### config.mk
export PLATFORM = sky130hd
export DESIGN_NAME = button_event_ctrl
export DESIGN_NICKNAME = d
export VERILOG_FILES = /design/src/rtl/btn_evt_pkg.sv /design/src/rtl/button_fsm.sv /design/src/rtl/button_event_ctrl.sv
export SDC_FILE = /design/constraint.sdc
export NUM_CORES = 1
export LEC_CHECK = 0
export BUFFER_PORTS_ARGS = -buffer_cell sky130_fd_sc_hd__buf_2
export CORE_MARGIN = 2
export CORE_UTILIZATION = 46
export DETAILED_ROUTE_END_ITERATION = 7
export PLACE_DENSITY = 0.59
export SLEW_MARGIN = 30
export SYNTH_ARGS = -nofsm -noshare
export SYNTH_HDL_FRONTEND = slang
export SYNTH_SLANG_ARGS = --single-unit
export TNS_END_PERCENT = 20
### constraint.sdc
create_clock -name clk -period 2.9 [get_ports clk]
set_clock_uncertainty 0.2 [all_clocks]
set_input_delay 0.29 -clock clk [delete_from_list [all_inputs] [get_ports clk]]
set_output_delay 0.29 -clock clk [all_outputs]
set_load 0.02 [all_outputs]
### src/rtl/btn_evt_pkg.sv
// Shared types and helpers for the button event controller.
//   evt_type_t  : event codes carried on evt_type (PRESS=0, LONG=1, RELEASE=2)
//   btn_state_t : per-button debounce/hold FSM states
//   cnt_width() : width of a saturating counter that must reach max(a, b)
package btn_evt_pkg;

  typedef enum logic [1:0] {
    EVT_PRESS   = 2'd0,
    EVT_LONG    = 2'd1,
    EVT_RELEASE = 2'd2
  } evt_type_t;

  typedef enum logic [2:0] {
    ST_IDLE     = 3'd0,
    ST_DB_PRESS = 3'd1,
    ST_PRESSED  = 3'd2,
    ST_HELD     = 3'd3,
    ST_DB_REL   = 3'd4
  } btn_state_t;

  localparam int unsigned N_EVT_TYPES = 3;

  function automatic int unsigned cnt_width(input int unsigned a, input int unsigned b);
    int unsigned m;
    m = (a > b) ? a : b;
    return (m < 2) ? 1 : $clog2(m + 1);
  endfunction

endpackage

### src/rtl/button_fsm.sv
// One button: 2-flop synchronizer, debounce/long-press FSM, ms counter and
// 3-bit pending event mask.
//   clk, rst     : clock, synchronous active-high reset
//   btn_raw      : asynchronous raw button level
//   ms_tick      : one-cycle pulse per millisecond
//   pend_clr     : one-hot clear of pending bits (event taken by output stage)
//   pend         : pending mask, bit0 PRESS, bit1 LONG, bit2 RELEASE
//   level        : debounced button level
//   ovf          : pulse when an event is dropped because its bit was already set
//
// state       | meaning
// ------------+------------------------------------------------------------
// ST_IDLE     | released and stable
// ST_DB_PRESS | high seen, waiting DEBOUNCE_MS of stable high
// ST_PRESSED  | press accepted, timing LONG_MS toward a LONG event
// ST_HELD     | LONG raised, waiting for release
// ST_DB_REL   | low seen while pressed, waiting DEBOUNCE_MS of stable low
module button_fsm
  import btn_evt_pkg::*;
#(
  parameter int unsigned DEBOUNCE_MS = 10,
  parameter int unsigned LONG_MS     = 1000,
  parameter int unsigned CNT_W       = cnt_width(DEBOUNCE_MS, LONG_MS)
) (
  input  logic       clk,
  input  logic       rst,
  input  logic       btn_raw,
  input  logic       ms_tick,
  input  logic [2:0] pend_clr,
  output logic [2:0] pend,
  output logic       level,
  output logic       ovf
);

  localparam logic [CNT_W-1:0] DB_TC   = CNT_W'(DEBOUNCE_MS);
  localparam logic [CNT_W-1:0] LONG_TC = CNT_W'(LONG_MS);

  logic [1:0]       sync_q;
  logic             sync;
  btn_state_t       state, state_d;
  logic [CNT_W-1:0] cnt, cnt_d;
  logic             long_seen, long_d;
  logic [2:0]       evt_set;

  assign sync = sync_q[1];

  always_ff @(posedge clk) begin
    if (rst) sync_q <= 2'b00;
    else     sync_q <= {sync_q[0], btn_raw};
  end

  // state register
  always_ff @(posedge clk) begin
    if (rst) begin
      state     <= ST_IDLE;
      cnt       <= '0;
      long_seen <= 1'b0;
    end else begin
      state     <= state_d;
      cnt       <= cnt_d;
      long_seen <= long_d;
    end
  end

  // next state; the counter only advances below its terminal value, and a
  // terminal value always causes a transition, so it saturates by design
  always_comb begin
    state_d = state;
    cnt_d   = cnt;
    long_d  = long_seen;
    evt_set = 3'b000;
    case (state)
      ST_IDLE: begin
        if (sync) begin
          state_d = ST_DB_PRESS;
          cnt_d   = '0;
          long_d  = 1'b0;
        end
      end
      ST_DB_PRESS: begin
        if (!sync) begin
          state_d = ST_IDLE;
          cnt_d   = '0;
        end else if (cnt == DB_TC) begin
          state_d = ST_PRESSED;
          cnt_d   = '0;
          evt_set = 3'b001;
        end else if (ms_tick) begin
          cnt_d = cnt + 1'b1;
        end
      end
      ST_PRESSED: begin
        if (!sync) begin
          state_d = ST_DB_REL;
          cnt_d   = '0;
        end else if (cnt == LONG_TC) begin
          state_d = ST_HELD;
          long_d  = 1'b1;
          evt_set = 3'b010;
        end else if (ms_tick) begin
          cnt_d = cnt + 1'b1;
        end
      end
      ST_HELD: begin
        if (!sync) begin
          state_d = ST_DB_REL;
          cnt_d   = '0;
        end
      end
      ST_DB_REL: begin
        if (sync) begin
          // a release bounce resumes the press; the long timer starts over
          state_d = long_seen ? ST_HELD : ST_PRESSED;
          cnt_d   = '0;
        end else if (cnt == DB_TC) begin
          state_d = ST_IDLE;
          cnt_d   = '0;
          evt_set = 3'b100;
        end else if (ms_tick) begin
          cnt_d = cnt + 1'b1;
        end
      end
      default: begin
        state_d = ST_IDLE;
        cnt_d   = '0;
      end
    endcase
  end

  // outputs
  always_comb begin
    level = (state == ST_PRESSED) || (state == ST_HELD) || (state == ST_DB_REL);
  end

  // a new event wins over a same-cycle clear of the same bit
  always_ff @(posedge clk) begin
    if (rst) pend <= 3'b000;
    else     pend <= evt_set | (pend & ~pend_clr);
  end

  assign ovf = |(evt_set & pend & ~pend_clr);

endmodule

### src/rtl/button_event_ctrl.sv
// Debounced multi-button event source with a single-register valid/ready
// output. A shared ms tick drives N_BTN button_fsm instances; a round-robin
// arbiter moves one pending event per cycle into the output register.
//   clk, rst     : clock, synchronous active-high reset
//   btn_in       : raw asynchronous button levels
//   btn_state    : debounced levels
//   evt_valid/evt_ready : event handshake
//   evt_id       : button index of the event
//   evt_type     : PRESS=0, LONG=1, RELEASE=2
//   evt_overflow : sticky flag, an event was dropped
module button_event_ctrl
  import btn_evt_pkg::*;
#(
  parameter  int unsigned CLK_FREQ    = 50000000,
  parameter  int unsigned N_BTN       = 4,
  parameter  int unsigned DEBOUNCE_MS = 10,
  parameter  int unsigned LONG_MS     = 1000,
  localparam int unsigned ID_W        = (N_BTN > 1) ? $clog2(N_BTN) : 1
) (
  input  logic             clk,
  input  logic             rst,
  input  logic [N_BTN-1:0] btn_in,
  output logic [N_BTN-1:0] btn_state,
  output logic             evt_valid,
  input  logic             evt_ready,
  output logic [ID_W-1:0]  evt_id,
  output logic [1:0]       evt_type,
  output logic             evt_overflow
);

  localparam int unsigned TICK_DIV = (CLK_FREQ / 1000 < 1) ? 1 : CLK_FREQ / 1000;
  localparam int unsigned TICK_W   = (TICK_DIV > 1) ? $clog2(TICK_DIV) : 1;
  localparam logic [TICK_W-1:0] TICK_LAST = TICK_W'(TICK_DIV - 1);

  logic [TICK_W-1:0] tick_cnt;
  logic              ms_tick;

  logic [2:0]        pend     [N_BTN];
  logic [2:0]        pend_clr [N_BTN];
  logic [N_BTN-1:0]  ovf_vec;

  logic              valid_q;
  logic [ID_W-1:0]   id_q;
  evt_type_t         type_q;
  logic              ovf_q;
  logic [ID_W-1:0]   rr_ptr;

  logic              load;
  logic              grant_found;
  logic [ID_W-1:0]   grant_idx;
  logic [2:0]        grant_oh;
  evt_type_t         grant_type;

  assign ms_tick = (tick_cnt == TICK_LAST);

  always_ff @(posedge clk) begin
    if (rst)          tick_cnt <= '0;
    else if (ms_tick) tick_cnt <= '0;
    else              tick_cnt <= tick_cnt + 1'b1;
  end

  for (genvar i = 0; i < N_BTN; i++) begin : g_btn
    button_fsm #(
      .DEBOUNCE_MS (DEBOUNCE_MS),
      .LONG_MS     (LONG_MS)
    ) u_btn (
      .clk      (clk),
      .rst      (rst),
      .btn_raw  (btn_in[i]),
      .ms_tick  (ms_tick),
      .pend_clr (pend_clr[i]),
      .pend     (pend[i]),
      .level    (btn_state[i]),
      .ovf      (ovf_vec[i])
    );
  end

  assign load = !valid_q || evt_ready;

  // round-robin search starts one past the last granted button
  always_comb begin
    int unsigned idx;
    idx         = 0;
    grant_found = 1'b0;
    grant_idx   = '0;
    for (int unsigned k = 1; k <= N_BTN; k++) begin
      idx = 32'(rr_ptr) + k;
      if (idx >= N_BTN) idx = idx - N_BTN;
      if (!grant_found && (pend[idx] != 3'b000)) begin
        grant_found = 1'b1;
        grant_idx   = ID_W'(idx);
      end
    end
  end

  always_comb begin
    grant_oh   = 3'b000;
    grant_type = EVT_PRESS;
    if (pend[grant_idx][0]) begin
      grant_oh   = 3'b001;
      grant_type = EVT_PRESS;
    end else if (pend[grant_idx][1]) begin
      grant_oh   = 3'b010;
      grant_type = EVT_LONG;
    end else if (pend[grant_idx][2]) begin
      grant_oh   = 3'b100;
      grant_type = EVT_RELEASE;
    end
  end

  always_comb begin
    for (int i = 0; i < N_BTN; i++) pend_clr[i] = 3'b000;
    if (load && grant_found) pend_clr[grant_idx] = grant_oh;
  end

  always_ff @(posedge clk) begin
    if (rst) begin
      valid_q <= 1'b0;
      id_q    <= '0;
      type_q  <= EVT_PRESS;
      rr_ptr  <= '0;
    end else if (load) begin
      valid_q <= grant_found;
      if (grant_found) begin
        id_q   <= grant_idx;
        type_q <= grant_type;
        rr_ptr <= grant_idx;
      end
    end
  end

  always_ff @(posedge clk) begin
    if (rst)           ovf_q <= 1'b0;
    else if (|ovf_vec) ovf_q <= 1'b1;
  end

  assign evt_valid    = valid_q;
  assign evt_id       = id_q;
  assign evt_type     = type_q;
  assign evt_overflow = ovf_q;

endmodule
==> impl_metrics.py, run 1 <==
metrics = {
    "power": {
        "p_clk_frac": 0.457,
        "p_sw_frac": 0.219,
        "internal_power_uw": 2080,
        "power.leakage_uw": 0.00208,
        "peakVddDrop_uv": 281,
        "comb_power_share": 0.029,
        "seqPwrFrac": 0.514,
        "p_sw_uw": 582,
        "total_power_uw": 2660,
        "powerDensity_mw_per_mm2": 459,
    },
    "timing": {
        "worst_pin_slew_ns": 0.790,
        "hold_viol": 0,
        "min_period_ns": 2.61,
        "fmax_ghz": 0.384,
        "hold_ws_ns": 0.129,
        "tns_ns": 0,
        "fin_crit_sh": 0.898,
        "rsz0062_at_grt": "no",
        "relSlewSlack": 0.473,
        "setup_viol": 0,
        "drv_slew": 0,
    },
    "cts": {
        "clk_pin_slew_ns": 0.07,
        "cts_tree": "yes",
        "clockBufferDepth": 2,
        "clock_sinks": 98,
        "cts_resized": 0,
        "cts-root-buf": "clkbuf_16",
        "clock_latency_ns": 0.35,
        "htree_num_levels": 3,
        "cts_buffers": 9,
    },
    "global_routing": {
        "grtUsageTotal": 0.179,
        "grt_pass1_vias": 4035,
        "grt_overflow": 0,
        "grt_start_max_net_pins": 20,
        "antenna_found_initial": 0,
        "grt_first_pass_wirelength_um": 18400,
    },
    "final_layout": {
        "nets": 669,
        "fill_cells": 1072,
        "drive_gt1_frac": 0.118,
        "area.growth.synth_to_final_pct": 10.2,
        "final_cell_count_no_fill": 797,
        "antenna_cells": 0,
    },
    "run_status": {
        "status": "finished clean",
    },
    "synthesis": {
        "syn_inst": 639,
        "syn_area_mm2": 0.00526,
        "syn-num-nets": 659,
        "synth-async-reset-ratio": 0,
        "synthTopCellsByArea": "dfxtp_1 37%, nor2_1 6.3%, xor2_1 5.8%",
        "yosys.area.top_type": "dfxtp_1",
        "synth_edf_count": 0,
        "ys_warn_count": 0,
        "synth_top_area_frac": 0.373,
        "yosysSeqAreaShare": 0.373,
        "synth.most_common_cell": "dfxtp_1",
        "ys.flop_type": "dfxtp_1",
        "syn_area_per_cell_um2": 8.23,
        "yosysUniqueCellTypes": 65,
        "synth-seq-cells": 98,
        "netlist_top_cells_count": "98 x dfxtp_1, 88 x nor2_1, 48 x a21oi_1, 46 x nand2_1, 35 x xor2_1",
    },
    "place": {
        "dp.cells": 777,
        "dp_hpwl_um": 7650,
        "io_buffers": 16,
        "gp_congestion": 0.900,
    },
    "die": {
        "die_h_um": 111,
        "ios": 17,
        "start_util": 0.466,
        "core_mm2": 0.0113,
        "fp.dieArea_mm2": 0.0123,
        "die_w_um": 111,
        "fp-row-count": 39,
    },
    "drt": {
        "wirelength_um": 10700,
        "initialDrtViolationCount": 267,
        "num_vias": 4423,
        "ant_nets": 0,
        "wl_per_cell_um": 13.4,
        "drt-pass1-iter-count": 4,
        "route.detailed.drc": 0,
        "vias_per_cell": 5.55,
    },
    "critical_path": {
        "path_max_fanout": 10,
        "startpoint_type": "flop",
        "worst_setup_path_end_kind": "flop",
        "critPathKind": "flop to flop",
        "cp.arrival_ns": 2.63,
        "cp.required_ns": 2.93,
    },
    "min_path": {
        "min_path_type": "input pin to flop",
    },
    "run": {
        "maxCapViolCount": 0,
    },
}
-- flip-flops by register name, indices dropped and copies added (netlist names) --
name / flops
evt_overflow: 1
evt_type: 2
evt_valid: 1
g_btn.u_btn.cnt: 40
g_btn.u_btn.long_seen: 4
g_btn.u_btn.pend: 12
g_btn.u_btn.state: 12
g_btn.u_btn.sync_q: 8
rr_ptr: 2
tick_cnt: 16
-- critical path, stage by stage, from the launching register on --
cell,delay [ns]
dfxtp_1,0.36
or3_1,0.52
a211o_1,0.38
o211ai_4,0.19
mux2i_1,0.26
or3b_1,0.36
a32oi_1,0.16
nor2_1,0.05
-- layer usage --
metal | track usage | wire, um
met3 | 0.0432 | 422
met1 | 0.244 | 5400
met5 | 0 | 0
met2 | 0.273 | 4700
met4 | 0.0708 | 155
-- cell type report --
cell class | count | area, um^2 | area share
Clock inverter | 6 | 65.1 | 0.0112
Sequential cell | 98 | 1960 | 0.339
Inverter | 28 | 105 | 0.0181
Multi-Input combinational cell | 481 | 3040 | 0.525
Tap cell | 143 | 179 | 0.0309
Clock buffer | 10 | 239 | 0.0413
Timing Repair Buffer | 31 | 203 | 0.0350
-- layout by cell type (no fill, tap or decap), types with 9 or more instances in the layout --
| master | synthesis | layout |
|---|---|---|
| dfxtp_1 | 98 | 98 |
| nor2_1 | 88 | 88 |
| a21oi_1 | 48 | 48 |
| nand2_1 | 46 | 46 |
| xor2_1 | 35 | 35 |
| inv_1 | 27 | 27 |
| nand4_1 | 27 | 27 |
| o21ai_0 | 22 | 22 |
| nand3_1 | 21 | 21 |
| nor3_1 | 20 | 20 |
| buf_2 | 1 | 16 |
| ha_1 | 13 | 13 |
| and3_1 | 12 | 12 |
| or3_1 | 11 | 11 |
| buf_4 | 4 | 11 |
| nor2b_1 | 9 | 9 |
| mux2i_1 | 9 | 9 |
| clkbuf_16 | 0 | 9 |
-- worst paths after layout --
kind | startpoint | endpoint | slack [ns] | cells past startpoint
hold reg to reg | g_btn[0].u_btn.sync_q[0] | g_btn[0].u_btn.sync_q[1] | 0.24 | 1
setup / recovery | g_btn[0].u_btn.pend[0] | g_btn[1].u_btn.pend[2] | 0.29 | 7
setup reg to reg | g_btn[0].u_btn.pend[0] | g_btn[1].u_btn.pend[2] | 0.29 | 7
hold / removal | rst | g_btn[2].u_btn.pend[0] | 0.13 | 2
-- power by group through the flow --
| stage | logic, uW | clock network [uW] | registers, uW |
|---|---|---|---|
| 6_report | 77.4 | 1220 | 1370 |
| 5_1_grt | 87.3 | 1300 | 1370 |
| 4_1_cts | 77.9 | 1260 | 1370 |
| 3_5_place_dp | 73.7 | 0 | 1400 |
| 3_3_place_gp | 73.7 | 0 | 1400 |
| 2_1_floorplan | 61.3 | 0 | 1390 |
-- through the flow --
| step | instance area (um^2) | setup slack [ns] | util |
|---|---|---|---|
| floorplan | 5260 | 0.463 | - |
| global placement | 5450 | 0.304 | 0.483 |
| detailed placement | 5450 | 0.313 | 0.483 |
| CTS | 5790 | 0.301 | 0.514 |
| global route | 5790 | 0.129 | 0.514 |
| finish | 5790 | 0.295 | 0.514 |
-- kinds of logic (layout without fill, tap and decap cells) --
kind of cell | after synthesis | count (layout) | share of synthesized area
and+or+nand+nor | 287 | 287 | 0.291
AOI/OAI and AO/OA | 128 | 128 | 0.166
DFF | 98 | 98 | 0.373
buffers and inverters | 60 | 75 | 0.0488
xor gates and xnor gates | 43 | 43 | 0.0716
adders and majority gates | 13 | 13 | 0.0309
muxes | 10 | 10 | 0.0193
-- repair_timing --
item / CTS / global route
buffers inserted: 0 / 0
endpoints found under the hold margin: 4 / 0
hold buffers: 4 / 0
(Power assumes the default switching activity.)
==> inputs of run 2 (changes only) <==
==> constraint.sdc (replaced) <==
create_clock -name clk -period 2.9 [get_ports clk]
set_clock_uncertainty 0.2 [all_clocks]
set_input_delay 0.145 -clock clk [delete_from_list [all_inputs] [get_ports clk]]
set_output_delay 0.145 -clock clk [all_outputs]
set_load 0.02 [all_outputs]
==> impl_metrics.py, run 2 (synthesis gave the netlist of run 1 again) <==
metrics = {
    "cts": {
        "cts_buffers": 9,
        "cts_resized": 0,
        "htree_num_levels": 3,
        "cts_tree": "yes",
        "clk_pin_slew_ns": 0.07,
        "clockBufferDepth": 2,
        "cts-root-buf": "clkbuf_16",
        "clock_latency_ns": 0.35,
        "clock_sinks": 98,
    },
    "timing": {
        "drv_slew": 0,
        "min_period_ns": 2.66,
        "fmax_ghz": 0.376,
        "rsz0062_at_grt": "no",
        "hold_viol": 0,
        "relSlewSlack": 0.460,
        "setup_viol": 0,
        "fin_crit_sh": 0.918,
        "tns_ns": 0,
        "worst_pin_slew_ns": 0.811,
        "setup_slack_ns": 0.238,
    },
    "place": {
        "gp_congestion": 0.846,
        "pre_cts_slack_ns": 0.217,
        "dp_hpwl_um": 7750,
        "io_buffers": 16,
        "place_area_mm2": 0.00543,
    },
    "critical_path": {
        "startpoint_type": "flop",
        "crit_buf_inv": 1,
        "path_cells": "ha_1, and3_1, nand4_1, buf_4, a21oi_1, nand4_1, xor2_1, nor2_1",
        "path_max_fanout": 10,
        "critical-path-top-delay-family": "simple AND/OR/NAND/NOR gates",
        "worst_setup_path_end_kind": "flop",
        "cp.required_ns": 2.92,
        "cp_slowest_stage_delay_ns": 0.62,
        "cp.arrival_ns": 2.68,
        "critPathKind": "flop to flop",
        "path_depth": 8,
        "cp_common_cell": "nand4_1",
        "r2r_cells": 8,
        "cpMaxStageDelayCell": "a21oi_1",
    },
    "die": {
        "ios": 17,
        "die_w_um": 111,
        "start_util": 0.466,
        "fp-row-count": 39,
        "fp.dieArea_mm2": 0.0123,
        "core_mm2": 0.0113,
        "die_h_um": 111,
    },
    "drt": {
        "vias_per_cell": 5.60,
        "wl_per_cell_um": 13.6,
        "route.detailed.drc": 0,
        "drt-pass1-iter-count": 4,
        "ant_nets": 0,
        "initialDrtViolationCount": 268,
        "wirelength_um": 10800,
        "num_vias": 4444,
    },
    "power": {
        "internal_power_uw": 2060,
        "powerDensity_mw_per_mm2": 457,
        "power.leakage_uw": 0.00206,
        "peakVddDrop_uv": 489,
        "p_sw_frac": 0.220,
        "p_clk_frac": 0.453,
        "comb_power_share": 0.029,
        "p_sw_uw": 581,
        "seqPwrFrac": 0.518,
    },
    "global_routing": {
        "grt_overflow": 0,
        "grt_start_max_net_pins": 26,
        "grt_first_pass_wirelength_um": 18400,
        "grt_pass1_vias": 4085,
        "antenna_found_initial": 0,
        "grtUsageTotal": 0.179,
    },
    "final_layout": {
        "drive_gt1_frac": 0.112,
        "nets": 667,
        "layout_commonest_cell": "dfxtp_1",
        "fill_cells": 1082,
        "regMostFlops": "g_btn.u_btn.cnt",
        "final_cell_mix": "98 x dfxtp_1, 88 x nor2_1, 48 x a21oi_1, 46 x nand2_1, 35 x xor2_1",
        "regArea_mm2": 0.00196,
        "largest_reg_flops": 40,
        "multiInputGateArea_mm2": 0.00304,
        "antenna_cells": 0,
        "final_area_mm2": 0.00577,
        "area.growth.synth_to_final_pct": 9.66,
        "largestRegisters": "g_btn.u_btn.cnt x40, tick_cnt x16",
    },
    "min_path": {
        "min_path_type": "input pin to flop",
        "hold_depth": 2,
    },
    "run": {
        "maxCapViolCount": 0,
    },
    "run_status": {
        "status": "finished clean",
    },
}
run 2: changes by cell type in the layout (fill, tap and decap cells not counted):
cell      delta
clkbuf_1     +1
clkbuf_8     -1
buf_4        -2
clkinv_2     -2
inv_6        +1
run 2: per-layer routing:
metal,up-vias,part of all wire,track usage,wire (um)
met4,0,0.0092,0.0592,100
li1,2305,-,-,-
met2,68,0.46,0.286,4990
met3,6,0.038,0.0454,410
met5,-,0,0,0
met1,2065,0.49,0.236,5330
run 2: stage by stage:
step / hold WS (ns) / utilization / total power (uW) / instances
CTS: 0.00864 / 0.511 / 2680 / 794
detailed placement: 0.160 / 0.482 / 1470 / 775
finish: 0.0158 / 0.511 / 2640 / 794
global route: 0.0367 / 0.511 / 2730 / 794
global placement: 0.154 / 0.482 / 1470 / 775
floorplan: 0.0732 / - / 1450 / 639
run 2: cell type report:
class	instances	share of cell area
multi-input combinational	481	0.527
timing repair buffer	29	0.0326
sequential	98	0.340
clock inverter	5	0.0111
tap	143	0.0310
inverter	28	0.0182
clock buffer	10	0.0397
run 2: timing repair:
action,4_1_cts,5_1_grt
buffers inserted,0,0
endpoints found under the hold margin,4,0
hold buffers,4,0
run 2: power by group through the flow:
stage | registers, uW | clock network (uW) | logic, uW
final | 1370 | 1190 | 76.9
after floorplan | 1390 | 0 | 61.3
after global placement | 1400 | 0 | 72.9
after global routing | 1370 | 1280 | 86.5
after CTS | 1370 | 1240 | 77.6
after detailed placement | 1400 | 0 | 73.4
run 2: worst paths after layout:
path                                    to  slack [ns]                     start
setup reg to reg     g_btn[1].u_btn.cnt[7]        0.24               tick_cnt[0]
hold / removal     g_btn[3].u_btn.state[0]        0.02                       rst
setup / recovery     g_btn[1].u_btn.cnt[7]        0.24               tick_cnt[0]
hold reg to reg   g_btn[3].u_btn.sync_q[1]        0.24  g_btn[3].u_btn.sync_q[0]
==> inputs of run 3 (changes only) <==
==> constraint.sdc (replaced) <==
create_clock -name clk -period 2.9 [get_ports clk]
set_clock_uncertainty 0.2 [all_clocks]
set_input_delay 0.725 -clock clk [delete_from_list [all_inputs] [get_ports clk]]
set_output_delay 0.725 -clock clk [all_outputs]
set_load 0.02 [all_outputs]
==> impl_metrics.py, run 3 (synthesis gave the netlist of run 1 again) <==
metrics = {
    "power": {
        "peakVddDrop_uv": 295,
        "powerDensity_mw_per_mm2": 437,
        "power.leakage_uw": 0.00202,
    },
    "final_layout": {
        "final_cell_mix": "98 x dfxtp_1, 88 x nor2_1, 48 x a21oi_1, 46 x nand2_1, 35 x xor2_1",
        "antenna_cells": 0,
        "largest_reg_flops": 40,
        "regArea_mm2": 0.00196,
        "fill_cells": 1106,
        "regMostFlops": "g_btn.u_btn.cnt",
        "fin_util": 0.503,
        "layout_commonest_cell": "dfxtp_1",
        "area.growth.synth_to_final_pct": 7.88,
        "drive_gt1_frac": 0.104,
        "largestRegisters": "g_btn.u_btn.cnt x40, tick_cnt x16",
        "nets": 661,
        "multiInputGateArea_mm2": 0.00304,
    },
    "die": {
        "start_util": 0.466,
        "ios": 17,
        "die_w_um": 111,
        "die_h_um": 111,
        "core_mm2": 0.0113,
        "fp.dieArea_mm2": 0.0123,
        "fp-row-count": 39,
    },
    "critical_path": {
        "startpoint_type": "flop",
        "cp.arrival_ns": 2.65,
        "path_max_fanout": 10,
        "cp.required_ns": 2.92,
        "cp_slowest_stage_delay_ns": 0.52,
        "cpMaxStageDelayCell": "or3_1",
        "r2r_cells": 7,
        "path_cells": "or3_1, a211o_1, o211ai_4, nand3_4, a311oi_1, and3_1, a41oi_2",
        "worst_setup_path_end_kind": "flop",
        "critPathKind": "flop to flop",
    },
    "place": {
        "io_buffers": 16,
        "dp_hpwl_um": 7570,
        "gp_congestion": 0.868,
    },
    "global_routing": {
        "antenna_found_initial": 0,
        "grt_first_pass_wirelength_um": 18200,
        "grt_overflow": 0,
        "grt_pass1_vias": 3984,
        "grt_start_max_net_pins": 30,
        "grtUsageTotal": 0.178,
    },
    "timing": {
        "setup_viol": 0,
        "relSlewSlack": 0.467,
        "fin_crit_sh": 0.908,
        "hold_viol": 0,
        "min_period_ns": 2.63,
        "drv_slew": 0,
        "tns_ns": 0,
        "worst_pin_slew_ns": 0.799,
        "fmax_ghz": 0.380,
        "rsz0062_at_grt": "no",
    },
    "cts": {
        "cts_tree": "yes",
        "clk_pin_slew_ns": 0.06,
        "cts_buffers": 9,
        "ctsHoldBuffers": 0,
        "cts-root-buf": "clkbuf_16",
        "clock_sinks": 98,
        "htree_num_levels": 3,
        "post-cts-setup-buffers": 0,
        "cts_resized": 0,
        "clockBufferDepth": 2,
        "clock_latency_ns": 0.35,
    },
    "drt": {
        "num_vias": 4415,
        "wl_per_cell_um": 13.5,
        "route.detailed.drc": 0,
        "wirelength_um": 10600,
        "drt-pass1-iter-count": 4,
        "initialDrtViolationCount": 271,
        "ant_nets": 0,
        "vias_per_cell": 5.62,
    },
    "min_path": {
        "hold_depth": 1,
        "min_path_type": "flop to flop",
    },
    "run_status": {
        "status": "finished clean",
    },
    "run": {
        "maxCapViolCount": 0,
    },
}
## run 3: area by class of cell
cell class,instances,area share
clock inverters,1,0.000882
well taps,143,0.0315
inverters,28,0.0185
flip-flops and latches,98,0.346
multi-input cells,481,0.536
clock buffers,12,0.0417
repair buffers,23,0.0256
## run 3: critical path, delay by kind of cell (launching register included)
kind	cells	cell delay, ns
compound gates	4	1.02
simple gates	3	0.91
flops	1	0.35
## run 3: final timing paths
kind / start / endpoint / slack [ns]
max: g_btn[0].u_btn.pend[0] / evt_overflow / 0.27
min: g_btn[0].u_btn.sync_q[0] / g_btn[0].u_btn.sync_q[1] / 0.23
max reg2reg: g_btn[0].u_btn.pend[0] / evt_overflow / 0.27
min reg2reg: g_btn[0].u_btn.sync_q[0] / g_btn[0].u_btn.sync_q[1] / 0.23
## run 3: metrics by stage
step / total power (uW) / setup WS [ns] / hold WS [ns] / std cells / cell area, um^2
floorplan: 1450 / 0.463 / 0.214 / 639 / 5260
global placement: 1470 / 0.321 / 0.217 / 773 / 5430
detailed placement: 1470 / 0.272 / 0.224 / 773 / 5430
CTS: 2530 / 0.258 / 0.238 / 786 / 5670
global route: 2580 / 0.0253 / 0.253 / 786 / 5670
finish: 2480 / 0.267 / 0.234 / 786 / 5670
## run 3: where the power goes
part	internal (uW)	switching, uW
clock	566	472
sequential	1360	11.1
combinational	27.4	46.2
## run 3: routing by layer
| layer | global-route usage | vias to the layer above | wire (um) |
|---|---|---|---|
| met3 | 0.0355 | 15 | 346 |
| met4 | 0.0908 | 0 | 215 |
| li1 | - | 2284 | - |
| met1 | 0.243 | 2033 | 5340 |
| met2 | 0.267 | 83 | 4730 |
| met5 | 0 | - | 0 |
